### src/rtl/rom_load_arbiter.sv
`default_nettype none
// ============================================================================
// Module   : rom_load_arbiter
// Brief    : Packs SD or serial ROM bytes into 16-bit words and streams them
//            through a small FIFO to a req/ack memory write port.
// Revision : 1.0
// ============================================================================
module rom_load_arbiter #(
    parameter int FIFO_DEPTH  = 8,
    parameter int SER_HDR     = 32,
    parameter int SER_TIMEOUT = 1_080_000
) (
    input  logic        wclk,
    input  logic        resetn,
    input  logic        sd_loading,
    input  logic [7:0]  sd_data,
    input  logic        sd_valid,
    input  logic        ser_reset,
    input  logic [7:0]  ser_data,
    input  logic        ser_valid,
    output logic        mem_req,
    input  logic        mem_ack,
    output logic [22:0] mem_addr,
    output logic [15:0] mem_wdata,
    output logic        loading,
    output logic        source,
    output logic        overflow,
    output logic [23:0] bytes_written
);

    localparam int AW = $clog2(FIFO_DEPTH);
    localparam int HW = $clog2(SER_HDR + 2);
    localparam int TW = $clog2(SER_TIMEOUT + 1);
    localparam logic [AW:0] c_depth      = (AW + 1)'(FIFO_DEPTH);
    localparam logic [HW-1:0] c_hdr      = HW'(SER_HDR);
    localparam logic [TW-1:0] c_idle_last = TW'(SER_TIMEOUT - 1);

    typedef enum logic [1:0] {
        ST_IDLE  = 2'd0,
        ST_SD    = 2'd1,
        ST_SER   = 2'd2,
        ST_FLUSH = 2'd3
    } state_t;

    state_t        r_state;
    logic          r_sd_prev;
    logic          r_pending;
    logic [7:0]    r_lo;
    logic [HW-1:0] r_hdr_cnt;
    logic [TW-1:0] r_idle;
    logic [15:0]   r_fifo [FIFO_DEPTH];
    logic [AW-1:0] r_wptr;
    logic [AW-1:0] r_rptr;
    logic [AW:0]   r_count;

    logic          w_sd_rise;
    logic          w_hdr_done;
    logic          w_byte_valid;
    logic [7:0]    w_byte;
    logic          w_fifo_empty;
    logic          w_pop;
    logic          w_room;
    logic          w_push;
    logic [15:0]   w_push_data;
    logic          w_drop;
    logic [1:0]    w_bw_inc;
    logic [24:0]   w_bw_sum;

    assign w_sd_rise    = sd_loading & ~r_sd_prev;
    assign w_hdr_done   = (r_hdr_cnt == c_hdr);
    assign w_fifo_empty = (r_count == '0);
    assign w_pop        = ~w_fifo_empty & (~mem_req | mem_ack);
    // A full FIFO still takes a word when a pop frees a slot in the same cycle.
    assign w_room       = (r_count != c_depth) | w_pop;
    assign w_bw_sum     = {1'b0, bytes_written} + {23'd0, w_bw_inc};

    always_comb begin
        w_byte_valid = 1'b0;
        w_byte       = sd_data;
        case (r_state)
            ST_SD: begin
                w_byte_valid = sd_valid;
                w_byte       = sd_data;
            end
            ST_SER: begin
                w_byte_valid = ser_valid & w_hdr_done;
                w_byte       = ser_data;
            end
            default: ;
        endcase
    end

    always_comb begin
        w_push      = 1'b0;
        w_push_data = {w_byte, r_lo};
        w_drop      = 1'b0;
        w_bw_inc    = 2'd0;
        if (w_byte_valid && r_pending) begin
            if (w_room) begin
                w_push   = 1'b1;
                w_bw_inc = 2'd2;
            end else begin
                w_drop = 1'b1;
            end
        end else if (r_state == ST_FLUSH && r_pending && w_room) begin
            w_push      = 1'b1;
            w_push_data = {8'hFF, r_lo};
            w_bw_inc    = 2'd1;
        end
    end

    always_ff @(posedge wclk) begin
        if (w_push) r_fifo[r_wptr] <= w_push_data;
    end

    always_ff @(posedge wclk or negedge resetn) begin
        if (!resetn) begin
            r_state       <= ST_IDLE;
            r_sd_prev     <= 1'b1;   // a level already high at release is not an edge
            r_pending     <= 1'b0;
            r_lo          <= 8'd0;
            r_hdr_cnt     <= '0;
            r_idle        <= '0;
            r_wptr        <= '0;
            r_rptr        <= '0;
            r_count       <= '0;
            mem_req       <= 1'b0;
            mem_addr      <= 23'd0;
            mem_wdata     <= 16'd0;
            loading       <= 1'b0;
            source        <= 1'b0;
            overflow      <= 1'b0;
            bytes_written <= 24'd0;
        end else begin
            r_sd_prev <= sd_loading;

            if (w_pop) begin
                mem_req   <= 1'b1;
                mem_wdata <= r_fifo[r_rptr];
            end else if (mem_ack) begin
                mem_req <= 1'b0;
            end
            if (mem_req && mem_ack) mem_addr <= mem_addr + 23'd1;

            if (w_push) r_wptr <= r_wptr + 1'b1;
            if (w_pop)  r_rptr <= r_rptr + 1'b1;
            if (w_push && !w_pop)      r_count <= r_count + 1'b1;
            else if (!w_push && w_pop) r_count <= r_count - 1'b1;

            if (w_drop) overflow <= 1'b1;
            bytes_written <= w_bw_sum[24] ? 24'hFFFFFF : w_bw_sum[23:0];

            if (w_byte_valid) begin
                r_lo      <= w_byte;
                r_pending <= ~r_pending;
            end else if (w_push) begin
                r_pending <= 1'b0;
            end

            case (r_state)
                ST_IDLE: begin
                    if (w_sd_rise || ser_reset) begin
                        r_state       <= w_sd_rise ? ST_SD : ST_SER;
                        source        <= ~w_sd_rise;
                        loading       <= 1'b1;
                        mem_addr      <= 23'd0;
                        bytes_written <= 24'd0;
                        overflow      <= 1'b0;
                        r_pending     <= 1'b0;
                        r_hdr_cnt     <= '0;
                        r_idle        <= '0;
                    end
                end
                ST_SD: begin
                    if (!sd_loading && r_sd_prev) r_state <= ST_FLUSH;
                end
                ST_SER: begin
                    if (ser_valid) begin
                        r_idle <= '0;
                        if (!w_hdr_done) r_hdr_cnt <= r_hdr_cnt + 1'b1;
                    end else if (r_idle == c_idle_last) begin
                        r_state <= ST_FLUSH;
                    end else begin
                        r_idle <= r_idle + 1'b1;
                    end
                end
                ST_FLUSH: begin
                    if (w_fifo_empty && !mem_req && !r_pending) begin
                        r_state <= ST_IDLE;
                        loading <= 1'b0;
                    end
                end
                default: r_state <= ST_IDLE;
            endcase
        end
    end

endmodule
`default_nettype wire

### config.mk
export PLATFORM = sky130hd
export DESIGN_NAME = rom_load_arbiter
export DESIGN_NICKNAME = d
export VERILOG_FILES = /design/src/rtl/rom_load_arbiter.sv
export SDC_FILE = /design/constraint.sdc
export NUM_CORES = 1
export LEC_CHECK = 0
export ABC_CLOCK_PERIOD_IN_PS = 5750
export CAP_MARGIN = 25
export CORE_MARGIN = 3
export CORE_UTILIZATION = 28
export CTS_CLUSTER_SIZE = 30
export DETAILED_ROUTE_END_ITERATION = 8
export DONT_BUFFER_PORTS = 1
export SLEW_MARGIN = 20
export SYNTH_ARGS = -nofsm -noshare
export SYNTH_HDL_FRONTEND = slang
export SYNTH_SLANG_ARGS = --single-unit
### constraint.sdc
create_clock -name wclk -period 5.75 [get_ports wclk]
set_clock_uncertainty 0.1 [all_clocks]
set_input_delay 1.15 -clock wclk [delete_from_list [all_inputs] [get_ports wclk]]
set_output_delay 1.15 -clock wclk [all_outputs]
set_load 0.02 [all_outputs]
==> metrics, run 1 <==
Max clock buf depth 3; initial core utilization 28.48%; fraction of layout cells with a size suffix above 1 16.59%; post-synthesis mux area share 9.335%; Max VDD drop 0.0002350 V; Fmax 230.0 MHz; Mapped Nets 840; CTS sink cnt 244; FF-to-FF path depth 16; worst reg2reg path startpoint r_state[0]$_DFFE_PN0P_; Critical Path Source r_state[0]$_DFFE_PN0P_; Non-Filler Instances 1343; Die Wd 202.2 microns; GR Util All Layers 11.12%; Ys Warns 0; Tightest Pin Transition 0.9750 ns; Clock H-tree levels 1; largest net degree at the start of global routing 117; CTS Hold Buffers Added 0; # setup viols final 0; Die Footprint 40880 sq um; via count 6421; Syn Inst Count 799; Routed Wire Length 22.80 mm; synthesized flop and latch total 244; Final Slew Violations 0; TritonCTS Buffers 27; First-pass DRT Iterations 4; CP Class reg2reg; root buf cell clkbuf_16; post-DR vias/cell 4.781; clock-pin slew on the worst setup and hold paths 0.06 ns; RSZ-0062 raised after global routing false; largest family of logic cells by synthesized area simple AND/OR/NAND/NOR gates; Post-Synth Adder-Cell Area 2.229%; Inst Count DP 1294; worst hold-check path type in2async; most common flop cell mapped by yosys edfxtp_1; Max Cap Viol 0; most frequent cells in the layout 128 x edfxtp_1, 112 x dfrtp_1, 67 x nor2_1; worst r2r dst bytes_written[1]$_DFF_PN0_; GP Congestion 0.7771; min cycle time layout 4.348 ns; Worst Setup EP bytes_written[1]$_DFF_PN0_; wire length per cell 16.98 microns; status finished clean; Syn Area/Cell 13.49 sq um; num rows 71; leading cell type in the layout, fill and taps excluded edfxtp_1; drt drc 0; final hold violations 0; Rel. slew slack 35.00%; # port buffers 0; worst-skew pair later-pin latency 0.54 ns; required time of the critical path 6.12 ns; post-DP HPWL 14.05 mm; setup_tns 0 ns; CP Capture Type register; vias in the first global route 6414; fillers 3773; ANT nets after route 0; CTS tree done; DIE HEIGHT 202.2 microns; library cells used by synthesis 69; complex-gate fraction of the synthesized area 6.966%; antenna fix cells 0; Critical Path AT 4.71 ns; total grt overflow 0; XOR/XNOR share of the synthesized area 4.307%; simple-gate area share of the yosys netlist 12.49%; asr flop ratio synth 47.54%; top-level I/O count 90; worst-path fanout max 19; sequential share of the synthesized area 62.61%; core area 37840 sq um; Layout Nets 853; initial antenna violation count 0; DRT iter0 DRCs 306; Worst R2R Setup Slack 1.40 ns; Power Dens Cells 390.5 nW/um^2; Worst Setup Start Kind register; first-pass GRT wire length 36.65 mm; Post-CTS Resized 0; Post-synth EDFFs 128; Static Leakage 4.839 nW; Syn-to-layout area delta 15.30%; postcts setup bufs 0; final period utilization 75.61%; Mapped Area 10780 sq um
==> cells in the mapped netlist (2+ instances only) <==
master      n  area [sq um]
and4_1      5         43.79
and3_1     13         81.33
nand3_2     2         20.02
nor2b_1     4         25.02
nor3_1     10         50.05
a31oi_1     7         43.79
buf_1       4         15.01
o41a_1      2         22.52
mux2_2      3         33.78
nand3_1    28         140.1
o22ai_1     3         18.77
dfrtp_1   115          2878
buf_2       9         45.04
nand2b_1    5         31.28
nor2_1     67         251.5
nor4b_1     3         26.28
a21oi_1    43         215.2
inv_1      20         75.07
nand3b_1    2         15.01
o31ai_1     4         30.03
mux2i_1    24         240.2
and4b_1     2         20.02
xor2_1     35         306.5
edfxtp_1  128          3844
xnor2_1    18         157.7
a21o_1      2         15.01
or3_1       2         12.51
fa_1        2         40.04
nand2_1    58         217.7
nor4_1      5         31.28
o21ai_1     2         10.01
a21oi_2    10         87.58
buf_6       2         22.52
mux4_2     32         720.7
and2_1      2         12.51
a211oi_1    3         22.52
nor3_2      6         60.06
a22o_1      3         26.28
clkbuf_1   16         60.06
nor4_4      3         63.81
or4_1       3         22.52
o21ai_0    28         140.1
ha_1       16         200.2
nand4_1    20         125.1
nor3b_1     4         30.03
==> flip-flops by register name, indices dropped and copies added (netlist names), 2 cells and up <==
name,count
r_fifo,128
bytes_written,24
mem_addr,23
r_idle,21
mem_wdata,16
r_lo,8
r_hdr_cnt,6
r_count,4
r_rptr,3
r_wptr,3
r_state,2
==> worst min-delay path by stage <==
stage	to	cells after the start	slack [ns]	from
final	mem_wdata[4]$_DFFE_PN0N_	0	0.20	resetn
after global routing	r_lo[5]$_DFFE_PN0P_	0	0.16	resetn
after CTS	mem_wdata[5]$_DFFE_PN0N_	0	0.17	resetn
after detailed placement	r_idle[14]$_DFFE_PN0P_	1	0.36	r_idle[14]$_DFFE_PN0P_
after global placement	r_idle[14]$_DFFE_PN0P_	1	0.35	r_idle[14]$_DFFE_PN0P_
after floorplan	r_idle[14]$_DFFE_PN0P_	1	0.33	r_idle[14]$_DFFE_PN0P_
==> cell type report <==
type,instances,area [sq um],area share (%)
Sequential cell,244,6751,54.33
Multi-Input combinational cell,503,3857,31.04
Clock buffer,36,789.5,6.354
Tap cell,511,639.4,5.145
Clock inverter,13,183.9,1.480
Timing Repair Buffer,15,125.1,1.007
Inverter,21,78.83,0.6344
==> critical path, stage by stage (launching register included) <==
cell and delay, ns:
dfrtp_1 0.40, inv_1 0.10, ha_1 0.23, and4b_1 0.18
a22o_1 0.23, nand2_1 0.07, buf_4 0.21, nand3_1 0.43
inv_1 0.17, ha_1 0.18, inv_1 0.05, fa_1 0.41
nand4b_1 0.35, nor3_2 0.41, and4_1 0.34, nand2_4 0.21
a21oi_1 0.19
==> per-stage QoR <==
| step | hold slack (ns) | util, % | instance area, sq um | power [mW] | setup WS, ns |
|---|---|---|---|---|---|
| after floorplan | 0.3306 | - | 10780 | 2.866 | 1.690 |
| after global placement | 0.3541 | 30.21 | 11430 | 3.041 | 1.015 |
| after detailed placement | 0.3558 | 30.26 | 11450 | 3.056 | 0.9772 |
| after CTS | 0.1664 | 32.83 | 12430 | 4.940 | 1.384 |
| after global routing | 0.1630 | 32.83 | 12430 | 5.086 | 1.015 |
| final | 0.1977 | 32.83 | 12430 | 4.852 | 1.402 |
==> layer usage <==
layer / global-route usage, % / share of wire, % / up-vias
met1: 15.74 / 46 / 3214
met2: 16.93 / 45 / 168
met4: 2.524 / 2.0 / 0
met5: 0 / 0 / -
li1: - / - / 3005
met3: 3.334 / 7.2 / 34
==> report_power, final <==
group	internal (mW)	switching [mW]	total [mW]	leakage [nW]
Clock	1.15	0.706	1.85	0.490
Combinational	0.365	0.299	0.664	1.59
Sequential	2.00	0.333	2.34	2.76
Total	3.51	1.34	4.85	4.84
==> cell families (layout without fill, tap and decap cells) <==
| logic type | after synthesis | after routing |
|---|---|---|
| and+or+nand+nor | 251 | 251 |
| DFF | 244 | 244 |
| AOI/OAI and AO/OA | 121 | 121 |
| muxes | 60 | 60 |
| xor gates and xnor gates | 53 | 53 |
| buffers and inverters | 52 | 85 |
| adders and majority gates | 18 | 18 |
Note: power is estimated with default switching activity, not from simulation.
==> inputs of run 2 (changes only) <==
--- a/config.mk
+++ b/config.mk
@@ -5,7 +5,7 @@
 export SDC_FILE = /design/constraint.sdc
 export NUM_CORES = 1
 export LEC_CHECK = 0
-export ABC_CLOCK_PERIOD_IN_PS = 5750
+export ABC_CLOCK_PERIOD_IN_PS = 3600
 export CAP_MARGIN = 25
 export CORE_MARGIN = 3
 export CORE_UTILIZATION = 28
==> constraint.sdc (replaced) <==
create_clock -name wclk -period 3.6 [get_ports wclk]
set_clock_uncertainty 0.1 [all_clocks]
set_input_delay 0.72 -clock wclk [delete_from_list [all_inputs] [get_ports wclk]]
set_output_delay 0.72 -clock wclk [all_outputs]
set_load 0.02 [all_outputs]
==> metrics, run 2 (same netlist as run 1, synthesis figures left out) <==
GP Congestion 0.7697 (-0.95%); Comb pwr share 15.4% (+1.7 points); Crit path top cell by count inv_1; CTS sink cnt 244 (unchanged); Reg with most FFs r_fifo; Internal 5.610 mW (+60%); clock network fraction of total power 37.9% (-0.3 points); Max Cap Viol 0 (unchanged); Hold WS -0.007487 ns (-0.2052 ns); num rows 71 (unchanged); Worst Slack Setup Final 0.2327 ns (-1.169 ns); First-pass DRT Iterations 5 (+1); leading registers by flop count r_fifo: 128 flops, bytes_written: 24 flops, mem_addr: 23 flops; switch share 28.35% (+0.77 points); required time of the critical path 3.96 ns (-2.16 ns); min cycle time layout 3.367 ns (-0.9806 ns); first-pass GRT wire length 37.15 mm (+1.4%); core area 37840 sq um (unchanged); CP Class reg2reg; largest net degree at the start of global routing 117 (unchanged); Largest register FFs 128 (unchanged); Crit path max-delay family simple AND/OR/NAND/NOR gates; fillers 3768 (-0.13%); antenna fix cells 0 (unchanged); Rel. slew slack 37.36% (+2.4 points); TritonCTS Buffers 27 (unchanged); worst-path fanout max 5 (-14); Layout Nets 864 (+1.3%); leading cell type in the layout, fill and taps excluded edfxtp_1; Non-Filler Instances 1355 (+0.89%); Routed Wire Length 23.31 mm (+2.2%); Power Dens Cells 624.6 nW/um^2 (+60%); wire length per cell 17.20 microns (+1.3%); final core occ 33.13% (+0.29 points); via count 6513 (+1.4%); status finished, violations left; clock-pin slew on the worst setup and hold paths 0.06 ns (about the same); ANT nets after route 0 (unchanged); Inst Count DP 1303 (+0.70%); cell area after layout 12540 sq um (+0.90%); total grt overflow 0 (unchanged); Clock H-tree levels 1 (unchanged); Die Wd 202.2 microns (unchanged); Static Leakage 4.865 nW (+0.53%); final period utilization 93.54% (+18 points); fraction of layout cells with a size suffix above 1 17.77% (+1.2 points); initial core utilization 28.48% (unchanged); most frequent cells in the layout 128 x edfxtp_1, 114 x dfrtp_1, 66 x nor2_1; Tightest Pin Transition 0.9396 ns (-0.03546 ns); # setup viols final 0 (unchanged); Worst Setup Start Kind register; CP Capture Type register; Reg power frac 46.7% (-1.4 points); post-DP HPWL 14.48 mm (+3.1%); Die Footprint 40880 sq um (unchanged); Max VDD drop 0.0002922 V (+24%); Critical Path AT 3.73 ns (-0.98 ns); Place WS 0.08733 ns (-0.8899 ns); root buf cell clkbuf_16; worst-skew pair later-pin latency 0.55 ns (about the same); placed inst area 11520 sq um (+0.58%); Final Slew Violations 0 (unchanged); drt drc 0 (unchanged); final hold violations 16 (+16); setup_tns 0 ns (unchanged); Largest stage delay, worst path 0.56 ns (+0.13 ns); Fmax 297.0 MHz (+29%); critical path, cell by cell inv_1, ha_1, and4b_1, a22o_1, nand2_1, nand3_2, inv_1, ha_1, inv_1, fa_2, nand4b_1, or4_4, nor2_2, a21oi_1, nor3_1; RSZ-0062 raised after global routing false; Tot Pwr 7.830 mW (+61%); DIE HEIGHT 202.2 microns (unchanged); Net Switching 2.220 mW (+66%); top-level I/O count 90 (unchanged); vias in the first global route 6534 (+1.9%); # port buffers 0 (unchanged); Syn-to-layout area delta 16.34%; Critical path buffers and inverters 3 (-1); failing checks negative hold slack; Max clock buf depth 3 (unchanged); worst hold-check path type in2async; CTS tree done; initial antenna violation count 0 (unchanged); post-DR vias/cell 4.807 (+0.53%); GR Util All Layers 11.37% (+0.25 points); DRT iter0 DRCs 393 (+28%); slowest CP cell or4_4
-- run 2: changes by cell type in the layout (fill, tap and decap cells not counted), moves of 2 or more --
cell / previous run / this run
buf_4: 14 / 25
clkbuf_8: 8 / 3
clkinv_1: 0 / 2
clkinv_4: 0 / 2
clkinvlp_4: 0 / 2
dfrtp_1: 112 / 114
dfrtp_2: 3 / 1
-- run 2: layer usage --
layer | wire length, microns | track usage (%) | vias up | part of all wire (%)
li1 | - | - | 3028 | -
met4 | 462 | 2.673 | 0 | 2.0
met1 | 10390 | 15.35 | 3294 | 45
met3 | 1576 | 3.447 | 33 | 6.8
met5 | 0 | 0 | - | 0
met2 | 10870 | 18.11 | 158 | 47
-- run 2: worst register-to-register path, delay by kind of cell (launching register included) --
family                   cells  cell delay, ns
AO/OA/AOI/OAI                2            0.30
adder cells (fa/ha/maj)      3            0.74
buffers and inverters        3            0.21
flip-flops                   1            0.40
AND/OR/NAND/NOR              7            1.51
-- run 2: final timing paths --
kind | endpoint | cells after the start | slack [ns] | from
max | bytes_written[22]$_DFF_PN0_ | 15 | 0.23 | r_hdr_cnt[0]$_DFFE_PN0P_
min | mem_wdata[2]$_DFFE_PN0N_ | 1 | -0.007 | resetn
max reg2reg | bytes_written[22]$_DFF_PN0_ | 15 | 0.23 | r_hdr_cnt[0]$_DFFE_PN0P_
min reg2reg | r_idle[14]$_DFFE_PN0P_ | 1 | 0.37 | r_idle[14]$_DFFE_PN0P_
max in group asynchronous | mem_addr[18]$_DFF_PN0_ | 1 | 2.85 | resetn
min in group wclk | r_sd_prev$_DFF_PN1_ | 0 | 0.06 | sd_loading
-- run 2: layout make-up --
type	count	area (sq um)	share of cell area (%)
sequential	244	6749	53.83
multi-input combinational	503	3890	31.03
clock buffer	32	724.4	5.778
tap	511	639.4	5.100
clock inverter	18	240.2	1.916
timing repair buffer	26	215.2	1.717
inverter	21	78.83	0.6287
-- run 2: power by group through the flow --
stage	registers, mW	clock network (mW)	logic, mW
6_report	3.66	2.96	1.20
5_1_grt	3.71	3.19	1.35
4_1_cts	3.67	3.06	1.23
3_5_place_dp	3.72	0	1.19
3_3_place_gp	3.71	0	1.17
2_1_floorplan	3.58	0	1.00
-- run 2: repair_timing --
action                                  4_1_cts  5_1_grt
hold endpoints to repair                    116        0
resized for setup                             0        5
buffers inserted                              0        1
endpoints found under the setup margin        0       21
hold buffers                                  1        0
==> inputs of run 3 (changes only) <==
--- a/config.mk
+++ b/config.mk
@@ -7,7 +7,7 @@
 export LEC_CHECK = 0
 export ABC_CLOCK_PERIOD_IN_PS = 3600
 export CAP_MARGIN = 25
-export CORE_MARGIN = 3
+export CORE_MARGIN = 8
 export CORE_UTILIZATION = 28
 export CTS_CLUSTER_SIZE = 30
 export DETAILED_ROUTE_END_ITERATION = 8
==> metrics, run 3 (same netlist as run 1, synthesis figures left out) <==
Worst Setup Start Kind register; root buf cell clkbuf_16; worst r2r dst bytes_written[18]$_DFF_PN0_; # port buffers 0 (unchanged); status finished clean; final period utilization 92.44% (-1.1 points); Die Footprint 45020 sq um (+10%); Non-Filler Instances 1366 (+0.81%); required time of the critical path 3.97 ns (about the same); fillers 3766 (-0.053%); worst-path fanout max 5 (unchanged); Fmax 300.5 MHz (+1.2%); Critical Path AT 3.70 ns (-0.03 ns); DRT iter0 DRCs 345 (-12%); Largest register FFs 128 (unchanged); CP Capture Type register; Routed Wire Length 23.96 mm (+2.8%); setup_tns 0 ns (unchanged); worst reg2reg path startpoint r_hdr_cnt[0]$_DFFE_PN0P_; largest net degree at the start of global routing 117 (unchanged); DIE HEIGHT 212.2 microns (+4.9%); Max clock buf depth 3 (unchanged); Max Cap Viol 0 (unchanged); drt drc 0 (unchanged); fraction of layout cells with a size suffix above 1 17.92% (+0.15 points); leading registers by flop count r_fifo: 128 flops, bytes_written: 24 flops, mem_addr: 23 flops; worst-skew pair later-pin latency 0.55 ns (about the same); Worst R2R Setup Slack 0.27 ns (+0.04 ns); min cycle time layout 3.328 ns (-0.03938 ns); Clock H-tree levels 1 (unchanged); First-pass DRT Iterations 4 (-1); ANT nets after route 0 (unchanged); antenna fix cells 0 (unchanged); leading cell type in the layout, fill and taps excluded edfxtp_1; clock-pin slew on the worst setup and hold paths 0.06 ns (about the same); GP Congestion 0.7613 (-1.1%); final core occ 32.90% (-0.23 points); Syn-to-layout area delta 16.87%; Final Slew Violations 0 (unchanged); CTS sink cnt 244 (unchanged); post-DR vias/cell 4.776 (-0.64%); CTS tree done; Static Leakage 4.895 nW (+0.62%); initial antenna violation count 0 (unchanged); Tightest Pin Transition 0.9280 ns (-0.01153 ns); core area 38290 sq um (+1.2%); post-DP HPWL 15.11 mm (+4.4%); num rows 72 (+1.4%); final hold violations 0 (-16); via count 6524 (+0.17%); cell area after layout 12590 sq um (+0.46%); # setup viols final 0 (unchanged); wire length per cell 17.54 microns (+2.0%); Rel. slew slack 38.13% (+0.77 points); Layout Nets 867 (+0.35%); Inst Count DP 1313 (+0.77%); total grt overflow 0 (unchanged); FF-to-FF path depth 15 (unchanged); Reg with most FFs r_fifo; most frequent cells in the layout 128 x edfxtp_1, 114 x dfrtp_1, 66 x nor2_1; initial core utilization 28.15% (-0.33 points); Max VDD drop 0.0003634 V (+24%); first-pass GRT wire length 37.84 mm (+1.9%); TritonCTS Buffers 28 (+3.7%); vias in the first global route 6579 (+0.69%); postcts setup bufs 0 (unchanged); RSZ-0062 raised after global routing false; placed inst area 11550 sq um (+0.27%); GR Util All Layers 10.55% (-0.82 points); CP Class reg2reg; top-level I/O count 90 (unchanged); worst hold-check path type in2async; Power Dens Cells 627.3 nW/um^2 (+0.43%); Die Wd 212.2 microns (+4.9%)
==> run 3: cell types whose count changed in the layout (fill, tap and decap cells not counted), sizes merged <==
cell      before  now
buf           26   28
clkinv        10   11
inv           22   24
clkinvlp       2    0
clkbuf        32   33
==> run 3: stage by stage <==
step | total power [mW] | hold slack, ns | setup WS [ns]
after global routing | 8.278 | 0.04249 | 0.03504
after global placement | 4.894 | 0.3328 | 0.2285
final | 7.900 | 0.01971 | 0.2721
after detailed placement | 4.923 | 0.3318 | 0.1286
after floorplan | 4.579 | 0.3244 | 0.05177
after CTS | 8.019 | 0.03465 | 0.1514
==> run 3: report_power, final <==
part,switching (mW),leakage [nW],internal (mW)
sequential,0.508,2.76,3.20
clock,1.19,0.491,1.84
combinational,0.554,1.64,0.613
total,2.25,4.90,5.65
==> run 3: timing repair <==
action | in CTS | in global routing
hold buffers | 1 | 0
gates resized for setup | 0 | 6
endpoints found under the hold margin | 116 | 0
endpoints found under the setup margin | 0 | 4
==> run 3: critical path, cell delays in order, from the launching register on <==
cell      delay (ns)
dfrtp_1         0.41
inv_1           0.08
ha_1            0.23
and4b_1         0.19
a22o_1          0.22
nand2_1         0.11
nand3_2         0.08
inv_1           0.06
ha_1            0.15
inv_1           0.06
fa_2            0.35
nand4b_1        0.27
or4_4           0.58
nor2_4          0.12
o21ai_0         0.10
a31oi_1         0.15
==> run 3: how the worst max path moves through the flow <==
stage / startpoint / to / slack (ns) / cells after the start
floorplan: r_state[0]$_DFFE_PN0P_ / bytes_written[22]$_DFF_PN0_ / 0.05 / 16
global placement: ser_valid / bytes_written[22]$_DFF_PN0_ / 0.23 / 13
detailed placement: ser_valid / bytes_written[22]$_DFF_PN0_ / 0.13 / 13
CTS: r_hdr_cnt[0]$_DFFE_PN0P_ / bytes_written[22]$_DFF_PN0_ / 0.15 / 15
global route: r_hdr_cnt[0]$_DFFE_PN0P_ / bytes_written[22]$_DFF_PN0_ / 0.04 / 15
finish: r_hdr_cnt[0]$_DFFE_PN0P_ / bytes_written[18]$_DFF_PN0_ / 0.27 / 15
==> run 3: area by class of cell <==
class / instances / area (sq um) / share of cell area [%]
clock buffers: 33 / 739.5 / 5.871
clock inverters: 19 / 254.0 / 2.017
inverters: 21 / 78.83 / 0.6259
multi-input cells: 503 / 3895 / 30.93
flip-flops and latches: 244 / 6749 / 53.59
well taps: 518 / 648.1 / 5.146
repair buffers: 28 / 230.2 / 1.828
==> run 3: per-layer routing <==
metal / vias to the layer above / track usage [%] / share of wire, % / wire, microns
li1: 3035 / - / - / -
met1: 3327 / 13.75 / 45 / 10670
met2: 128 / 17.09 / 46 / 11080
met3: 34 / 3.287 / 7.4 / 1764
met4: 0 / 2.277 / 1.8 / 443
met5: - / 0 / 0 / 0
